File: config.mk
export PLATFORM = sky130hd
export DESIGN_NAME = vga_timing_gen
export DESIGN_NICKNAME = d
export VERILOG_FILES = /design/src/rtl/vga_timing_gen.sv
export SDC_FILE = /design/constraint.sdc
export NUM_CORES = 1
export LEC_CHECK = 0
export CORE_MARGIN = 3
export CORE_UTILIZATION = 55
export CTS_BUF_LIST = sky130_fd_sc_hd__clkbuf_16
export DETAILED_ROUTE_END_ITERATION = 12
export GPL_TIMING_DRIVEN = 0
export PLACE_DENSITY = 0.85
export SYNTH_ARGS = -nofsm -noshare
export SYNTH_HDL_FRONTEND = slang
export SYNTH_SLANG_ARGS = --single-unit
File: constraint.sdc
create_clock -name clk -period 3.1 [get_ports clk]
set_input_delay 0.31 -clock clk [delete_from_list [all_inputs] [get_ports clk]]
set_output_delay 0.31 -clock clk [all_outputs]
set_load 0.1 [all_outputs]
File: src/rtl/vga_timing_gen.sv
// vga_timing_gen: parametrised VGA raster timing generator.
// Produces the pixel/line position counters, the hsync/vsync/display_on
// qualifiers, line/frame start strobes and a free-running frame counter.
// The sync qualifiers are computed from the next-state counters, so they
// always describe the hpos/vpos presented on the same cycle.
// Optional macro VGA_TIMING_ALIGN_EN: when defined, hsync, vsync, display_on,
// line_start and frame_start each pass through a SYNC_DELAY-stage clk shift
// register to line up with pipelined downstream pixel logic.
module vga_timing_gen #(
  parameter int H_DISPLAY  = 640,
  parameter int H_FRONT    = 16,
  parameter int H_SYNC     = 96,
  parameter int H_BACK     = 48,
  parameter int V_DISPLAY  = 480,
  parameter int V_BOTTOM   = 10,
  parameter int V_SYNC     = 2,
  parameter int V_TOP      = 33,
  parameter bit HS_ACTIVE  = 1'b1,
  parameter bit VS_ACTIVE  = 1'b1,
  parameter int CW         = 10,
  parameter int FW         = 20,
  parameter int SYNC_DELAY = 2
) (
  input  logic          clk,
  input  logic          rst_n,
  input  logic          pix_en,
  output logic [CW-1:0] hpos,
  output logic [CW-1:0] vpos,
  output logic          hsync,
  output logic          vsync,
  output logic          display_on,
  output logic          line_start,
  output logic          frame_start,
  output logic [FW-1:0] frame_count
);

  localparam int H_TOTAL = H_DISPLAY + H_FRONT + H_SYNC + H_BACK;
  localparam int V_TOTAL = V_DISPLAY + V_BOTTOM + V_SYNC + V_TOP;

  localparam logic [CW-1:0] H_LAST       = CW'(H_TOTAL - 1);
  localparam logic [CW-1:0] V_LAST       = CW'(V_TOTAL - 1);
  localparam logic [CW-1:0] H_VISIBLE    = CW'(H_DISPLAY);
  localparam logic [CW-1:0] V_VISIBLE    = CW'(V_DISPLAY);
  localparam logic [CW-1:0] H_SYNC_FIRST = CW'(H_DISPLAY + H_FRONT);
  localparam logic [CW-1:0] H_SYNC_LAST  = CW'(H_DISPLAY + H_FRONT + H_SYNC - 1);
  localparam logic [CW-1:0] V_SYNC_FIRST = CW'(V_DISPLAY + V_BOTTOM);
  localparam logic [CW-1:0] V_SYNC_LAST  = CW'(V_DISPLAY + V_BOTTOM + V_SYNC - 1);

  // Reject geometries whose last column/line cannot be represented in CW
  // bits, empty sync pulses, or a negative alignment depth.
  generate
    if ((CW < 1) || (FW < 1) || (H_SYNC < 1) || (V_SYNC < 1) ||
        (H_DISPLAY < 1) || (V_DISPLAY < 1) || (SYNC_DELAY < 0) ||
        ((CW < 31) && ((H_TOTAL > (1 << CW)) || (V_TOTAL > (1 << CW))))) begin : g_bad_cfg
      $error("vga_timing_gen: invalid geometry or width parameters");
    end
  endgenerate

  // Next-state counters and strobes
  logic [CW-1:0] h_next;
  logic [CW-1:0] v_next;
  logic [FW-1:0] fc_next;
  logic          h_wrap;
  logic          v_wrap;
  logic          ls_next;
  logic          fs_next;
  logic          hs_next;
  logic          vs_next;
  logic          de_next;

  // Registered, undelayed qualifiers
  logic hs_q;
  logic vs_q;
  logic de_q;
  logic ls_q;
  logic fs_q;

  // Raster advance: hold without pix_en, otherwise step the column and
  // carry into the line and frame counters at the wrap points.
  always_comb begin
    h_next  = hpos;
    v_next  = vpos;
    fc_next = frame_count;
    ls_next = 1'b0;
    fs_next = 1'b0;
    h_wrap  = (hpos == H_LAST);
    v_wrap  = (vpos == V_LAST);
    if (pix_en) begin
      if (h_wrap) begin
        h_next  = '0;
        ls_next = 1'b1;
        if (v_wrap) begin
          v_next  = '0;
          fs_next = 1'b1;
          fc_next = frame_count + FW'(1);
        end else begin
          v_next = vpos + CW'(1);
        end
      end else begin
        h_next = hpos + CW'(1);
      end
    end
  end

  // Sync and blanking decode taken from the next-state position so the
  // registered outputs line up with the counters they describe.
  always_comb begin
    hs_next = ~HS_ACTIVE;
    vs_next = ~VS_ACTIVE;
    if ((h_next >= H_SYNC_FIRST) && (h_next <= H_SYNC_LAST)) begin
      hs_next = HS_ACTIVE;
    end
    if ((v_next >= V_SYNC_FIRST) && (v_next <= V_SYNC_LAST)) begin
      vs_next = VS_ACTIVE;
    end
    de_next = (h_next < H_VISIBLE) && (v_next < V_VISIBLE);
  end

  // Position counters, frame counter and undelayed qualifier registers;
  // reset lands on (0,0), which is visible and outside both sync regions.
  always_ff @(posedge clk) begin
    if (!rst_n) begin
      hpos        <= '0;
      vpos        <= '0;
      frame_count <= '0;
      hs_q        <= ~HS_ACTIVE;
      vs_q        <= ~VS_ACTIVE;
      de_q        <= 1'b1;
      ls_q        <= 1'b0;
      fs_q        <= 1'b0;
    end else begin
      hpos        <= h_next;
      vpos        <= v_next;
      frame_count <= fc_next;
      hs_q        <= hs_next;
      vs_q        <= vs_next;
      de_q        <= de_next;
      ls_q        <= ls_next;
      fs_q        <= fs_next;
    end
  end

`ifdef VGA_TIMING_ALIGN_EN
  // Packed order of the aligned group: {hsync, vsync, display_on, line_start, frame_start}
  localparam logic [4:0] ALIGN_IDLE = {~HS_ACTIVE, ~VS_ACTIVE, 3'b000};

  generate
    if (SYNC_DELAY == 0) begin : g_align_none
      assign {hsync, vsync, display_on, line_start, frame_start} =
             {hs_q, vs_q, de_q, ls_q, fs_q};
    end else begin : g_align_pipe
      logic [4:0] stage [SYNC_DELAY];

      // Fixed clk-count delay line, independent of pix_en; every stage
      // resets to the inactive pattern so nothing spurious leaks out.
      always_ff @(posedge clk) begin
        if (!rst_n) begin
          for (int i = 0; i < SYNC_DELAY; i++) begin
            stage[i] <= ALIGN_IDLE;
          end
        end else begin
          stage[0] <= {hs_q, vs_q, de_q, ls_q, fs_q};
          for (int i = 1; i < SYNC_DELAY; i++) begin
            stage[i] <= stage[i-1];
          end
        end
      end

      assign {hsync, vsync, display_on, line_start, frame_start} = stage[SYNC_DELAY-1];
    end
  endgenerate
`else
  assign hsync       = hs_q;
  assign vsync       = vs_q;
  assign display_on  = de_q;
  assign line_start  = ls_q;
  assign frame_start = fs_q;
`endif

endmodule

==> impl_results.md, run 1 <==
- Sequential fraction of design power: 0.502
- Required @ worst endpoint: 3.27 ns
- Wire per inst: 15.5 um
- Syn. warnings: 0
- Hold path start: pix_en
- Total wire length: 6020 um
- Aggregate global routing overflow: 0
- Synthesized cell area: 0.00240 sq mm
- Routed via count: 2361
- ANT cells: 0
- # Max-Cap Violations: 0
- Postcts setup bufs: 0
- Hold WC Path Type: primary input to flop
- First-pass GRT wire length: 9850 um
- Setup slack at placement: 0.760 ns
- Rel. slew slack: 0.339
- Share of layout cells above drive strength 1: 0.0973
- Post-synth EDFFs: 0
- Global placement routability congestion: 0.919
- Main flop type after synthesis: dfxtp_1
- Maximum clock rate: 425 MHz
- Worst-Skew Late Latency: 0.28 ns
- Reg-to-reg critical path startpoint: hpos[0]
- Row Count: 23
- Chip height: 72.1 um
- Final slew viol count: 0
- Worst setup SP type: flop
- P_leak: 1.05 nW
- TritonCTS Sinks: 45
- Antenna violations before repair: 0
- Setup violations, final: 0
- Final worst setup slack: 0.744 ns
- Period utilisation layout: 0.760
- Syn Inst Count: 285
- Setup repair after global routing missed its margin: no
- Mapped Nets: 292
- Critical-path cell with the highest stage delay: nor3_1
- Vias in the first global route: 2119
- Share of the yosys chip area belonging to registers: 0.375
- Final Skew: 0.00784 ns
- Area grow syn2layout: 27.8%
- Crit end category: flop
- Period minus WS final: 2.36 ns
- Crit path cell chain: ha_1, and3_1, clkbuf_2, nand3_2, nor3_1, nand3_1, mux2i_1
- Drt first pass iters: 4
- PortBufs: 46
- CTS tree: built
- Post-synthesis register bit count: 45
- Critical path class: flop to flop
- Die area: 0.00520 sq mm
- Post-CTS Resized: 0
- Routed Antenna Nets: 0
- Final Util: 0.747
- Hold-fix buffers, CTS: 0
- Sum of buffers and inverters on the critical path: 1
- Cell-internal power: 893 uW
- Clock root buffer: clkbuf_16
- Count of nets after finishing: 345
- CTS Buffer Depth: 2
- Switching share of power: 0.232
- Final hold violations: 0
- Pwr per Cell Area: 379 mW/mm^2
- Yosys cell types: 53
- GR Util All Layers: 0.236
- Worst-path clk slew: 0.06 ns
- Status: completed
- DP HPWL: 4140 um
- Family with the most delay on the worst path: simple AND/OR/NAND/NOR gates
- Iter 0 DRT Violations: 252
- DRC viols: 0
- NetSw: 271 uW
- Core region area: 0.00412 sq mm
- Final setup TNS: 0 ns
- Largest net degree at the start of global routing: 16
- Share of flip-flops with an asynchronous set or reset: 0
- Worst Tran Pin Value: 0.988 ns
- H-Tree Depth: 2
- CP max stage delay: 0.70 ns
- Vias per inst: 6.07
- Critical Path AT: 2.53 ns
- Starting density of the core: 0.584
- Gate power share: 0.044
- Critical Path Start: hpos[0]
- Clock power share: 0.454
- Num ports: 48
- Max IR drop VDD: 0.000281 V
- Mean Syn Cell Area: 8.44 sq um
- Die W: 72.1 um
- Number of buffers created by CTS: 5
- Critical Path Fanout Max: 8
[cells in the final DEF (no fill, tap or decap), types with 5 or more instances in the layout]
cell / n
inv_1: 7
xor2_1: 10
dfxtp_1: 45
nand3_1: 18
and3_1: 10
or4_1: 6
clkbuf_16: 5
xnor2_1: 9
nand4_1: 12
nor2_1: 26
nor3_1: 5
o31ai_1: 6
clkdlybuf4s50_1: 46
o21ai_0: 14
a21oi_1: 19
nand2_1: 25
buf_2: 5
or3_1: 5
clkbuf_1: 8
[sequential cells by signal, summed over array words and instances (netlist names)]
| name | count |
|---|---|
| frame_count | 20 |
| hpos | 10 |
| vpos | 10 |
| display_on | 1 |
| frame_start | 1 |
| hsync | 1 |
| line_start | 1 |
| vsync | 1 |
[synthesized netlist by cell type (2+ instances only)]
| cell | count | area [sq um] |
|---|---|---|
| a211o_1 | 2 | 17.5 |
| a21boi_0 | 2 | 15.0 |
| a21oi_1 | 19 | 95.1 |
| a31o_2 | 2 | 17.5 |
| and2_1 | 3 | 18.8 |
| and3_1 | 10 | 62.6 |
| and4_1 | 2 | 17.5 |
| buf_2 | 5 | 25.0 |
| buf_6 | 2 | 22.5 |
| clkbuf_1 | 8 | 30.0 |
| clkbuf_2 | 2 | 10.0 |
| dfxtp_1 | 45 | 901 |
| ha_1 | 4 | 50.1 |
| inv_1 | 7 | 26.3 |
| mux2i_1 | 4 | 40.0 |
| nand2_1 | 25 | 93.8 |
| nand2b_1 | 4 | 25.0 |
| nand3_1 | 18 | 90.1 |
| nand4_1 | 12 | 75.1 |
| nor2_1 | 26 | 97.6 |
| nor3_1 | 5 | 25.0 |
| nor4_1 | 2 | 12.5 |
| o21ai_0 | 14 | 70.1 |
| o31ai_1 | 6 | 45.0 |
| or3_1 | 5 | 31.3 |
| or3_4 | 2 | 22.5 |
| or4_1 | 6 | 45.0 |
| xnor2_1 | 9 | 78.8 |
| xor2_1 | 10 | 87.6 |
[per-stage QoR]
stage | cells | instance area, sq um | power (mW) | hold WS [ns]
floorplan | 285 | 2400 | 0.635 | 0.541
global placement | 381 | 2930 | 0.647 | 0.460
detailed placement | 381 | 2930 | 0.648 | 0.474
CTS | 389 | 3070 | 1.17 | 0.333
global route | 389 | 3070 | 1.19 | 0.345
finish | 389 | 3070 | 1.16 | 0.340
[worst paths after layout]
kind	cells after the start	slack, ns	end
setup / recovery	7	0.74	frame_count[11]
hold / removal	3	0.34	hpos[0]
setup reg to reg	7	0.74	frame_count[11]
hold reg to reg	2	0.48	frame_count[19]
[logic make-up (layout without fill, tap and decap cells)]
| logic type | after synthesis | in the layout | synth area share |
|---|---|---|---|
| AOI/OAI and AO/OA | 55 | 55 | 0.155 |
| DFF | 45 | 45 | 0.375 |
| muxes | 4 | 4 | 0.0166 |
| xor gates and xnor gates | 19 | 19 | 0.0692 |
| and+or+nand+nor | 131 | 131 | 0.311 |
| buffers and inverters | 27 | 81 | 0.0536 |
| adders and majority gates | 4 | 4 | 0.0208 |
[power by group through the flow]
stage	Sequential [mW]	Clock [mW]	Combinational (mW)
after floorplan	0.617	0	0.0175
after global placement	0.597	0	0.0502
after detailed placement	0.597	0	0.0512
after CTS	0.584	0.537	0.0513
after global routing	0.584	0.555	0.0537
final	0.584	0.529	0.0507
[area by class of cell]
class	count	area, sq um
Multi-Input combinational cell	213	1380
Fill cell	331	1040
Sequential cell	45	901
Timing Repair Buffer	46	460
Clock buffer	5	125
Buffer	19	98.8
Tap cell	50	62.6
Inverter	8	30.0
Clock inverter	3	21.3
[worst reg2reg max path: cells and delay by family (launching register included)]
family / cells / cell delay (ns)
adder cells (fa/ha/maj): 1 / 0.24
buffers and inverters: 1 / 0.19
flip-flops: 1 / 0.41
multiplexers: 1 / 0.15
AND/OR/NAND/NOR: 4 / 1.28
[metal layers]
| metal | share of wire | up-vias | global-route usage |
|---|---|---|---|
| met4 | 0.0078 | 0 | 0.0564 |
| met3 | 0.053 | 6 | 0.0609 |
| met5 | 0 | - | 0 |
| li1 | - | 1140 | - |
| met2 | 0.49 | 71 | 0.389 |
| met1 | 0.45 | 1144 | 0.308 |
No activity file was read; power rests on OpenSTA's default activity.
==> inputs of run 2 (changes only) <==
--- a/config.mk
+++ b/config.mk
@@ -6,11 +6,11 @@
 export NUM_CORES = 1
 export LEC_CHECK = 0
 export CORE_MARGIN = 3
-export CORE_UTILIZATION = 55
+export CORE_UTILIZATION = 51
 export CTS_BUF_LIST = sky130_fd_sc_hd__clkbuf_16
 export DETAILED_ROUTE_END_ITERATION = 12
 export GPL_TIMING_DRIVEN = 0
-export PLACE_DENSITY = 0.85
+export PLACE_DENSITY = 0.8
 export SYNTH_ARGS = -nofsm -noshare
 export SYNTH_HDL_FRONTEND = slang
 export SYNTH_SLANG_ARGS = --single-unit
==> constraint.sdc (replaced) <==
create_clock -name clk -period 2.5 [get_ports clk]
set_input_delay 0.25 -clock clk [delete_from_list [all_inputs] [get_ports clk]]
set_output_delay 0.25 -clock clk [all_outputs]
set_load 0.1 [all_outputs]
==> run 2 against run 1 <==
Sequential share of layout area up 0.43 points. Utilization down 5.1 points. Clock power up 20%. Setup slack worse by 0.53 ns. Routed wire length down 6.6%. Critical endpoint is now vsync. Critical path type unchanged. Global-route usage down 1.5 points.
==> impl_results.md, run 2 (synthesis gave the netlist of run 1 again) <==
- Status: completed
- Pwr per Cell Area: 461 mW/mm^2
- Critical-path cell with the highest stage delay: nor4_2
- P_leak: 1.05 nW
- Row Count: 24
- Starting density of the core: 0.541
- Final slew viol count: 0
- Area grow syn2layout: 28.6%
- Period minus WS final: 2.29 ns
- Hold path start: pix_en
- Iter 0 DRT Violations: 188
- Worst-path clk slew: 0.06 ns
- Rel. slew slack: 0.344
- Routed Antenna Nets: 0
- Max IR drop VDD: 0.000275 V
- H-Tree Depth: 2
- Die area: 0.00558 sq mm
- Worst Hold End: hpos[1]
- Layout Cells excl Fill: 391
- Final setup TNS: 0 ns
- Worst Tran Pin Value: 0.981 ns
- # Max-Cap Violations: 0
- Area taken by multi-input logic gates: 0.00138 sq mm
- DP HPWL: 4070 um
- GR Util All Layers: 0.220
- Worst-Skew Late Latency: 0.28 ns
- Critical Path Fanout Max: 7
- Aggregate global routing overflow: 0
- Final Skew: 0.00338 ns
- Chip height: 74.7 um
- Post-CTS Resized: 0
- Crit path cell chain: buf_2, or4b_1, nor4_2, nand4_1, a32oi_2, o2111a_1
- Largest net degree at the start of global routing: 15
- Maximum clock rate: 437 MHz
- Vias per inst: 5.87
- Fillers: 384
- DRC viols: 0
- Num ports: 48
- ANT cells: 0
- Setup repair after global routing missed its margin: no
- Stages on worst setup path: 6
- Vias in the first global route: 2060
- Drt first pass iters: 4
- Sum of buffers and inverters on the critical path: 1
- Global placement routability congestion: 0.937
- CTS tree: built
- Reg2reg path depth: 6
- Reg-to-reg critical path startpoint: hpos[2]
- WHS Path Cells: 3
- Max reg flops: 20
- Final Util: 0.696
- Critical Path AT: 2.51 ns
- Postcts setup bufs: 0
- Total wire length: 5620 um
- Hold-fix buffers, CTS: 0
- PortBufs: 46
- Reg with most FFs: frame_count
- Worst setup SP type: flop
- Critical path class: flop to flop
- Count of nets after finishing: 345
- Reg2reg end: vsync
- Crit end category: flop
- Wire per inst: 14.4 um
- Placed cells: 383
- Hold WC Path Type: primary input to flop
- CTS Buffer Depth: 2
- Commonest non-fill, non-tap cell in the layout: clkdlybuf4s50_1
- Most frequent cells in the layout: clkdlybuf4s50_1, dfxtp_1, nor2_1, nand2_1, a21oi_1
- Top Registers: frame_count: 20 flops, hpos: 10 flops, vpos: 10 flops
- FF-to-FF setup slack: 0.21 ns
- Number of buffers created by CTS: 5
- TritonCTS Sinks: 45
- Family with the most delay on the worst path: simple AND/OR/NAND/NOR gates
- Clock root buffer: clkbuf_16
- Final hold violations: 0
- CP max stage delay: 0.55 ns
- Setup violations, final: 0
- Die W: 74.7 um
- Register area: 920 sq um
- Share of layout cells above drive strength 1: 0.139
- First-pass GRT wire length: 9590 um
- Required @ worst endpoint: 2.72 ns
- Routed via count: 2294
- Antenna violations before repair: 0
- Period utilisation layout: 0.914
- Core region area: 0.00444 sq mm
==> run 2: changes by cell type in the layout (fill, tap and decap cells not counted), sizes merged <==
cell	change
clkinv	-1
clkinvlp	+1
==> run 2: stage by stage <==
step	total power [mW]	hold WS (ns)	area [sq um]	worst slack, ns
floorplan	0.788	0.474	2420	0.0207
global placement	0.804	0.463	2950	0.248
detailed placement	0.804	0.474	2950	0.232
CTS	1.43	0.285	3090	0.215
global route	1.48	0.306	3090	0.0763
finish	1.42	0.282	3090	0.214
==> run 2: worst reg2reg max path, cell delays in order (launching register included) <==
cell	delay [ns]
dfxtp_2	0.34
buf_2	0.17
or4b_1	0.47
nor4_2	0.55
nand4_1	0.18
a32oi_2	0.26
o2111a_1	0.25
==> run 2: how the worst max path moves through the flow <==
stage | start | end
floorplan | hpos[0] | frame_count[19]
global placement | hpos[0] | display_on
detailed placement | hpos[0] | display_on
CTS | hpos[0] | display_on
global route | hpos[0] | display_on
finish | hpos[2] | vsync
==> run 2: layout make-up <==
cell class | instances | area share
clock inverters | 3 | 0.00607
flip-flops and latches | 45 | 0.297
well taps | 52 | 0.0210
plain buffers | 19 | 0.0320
inverters | 8 | 0.00971
clock buffers | 5 | 0.0405
repair buffers | 46 | 0.149
multi-input cells | 213 | 0.445
==> run 2: routing by layer <==
metal	routed length (um)	global-route usage
met1	2580	0.291
met2	2700	0.352
met3	275	0.0614
met4	60	0.0652
met5	0	0
==> run 2: power breakdown <==
part / internal (mW) / switching [mW]
clock network: 0.366 / 0.271
registers: 0.721 / 0.00416
logic: 0.0154 / 0.0473
total: 1.10 / 0.322
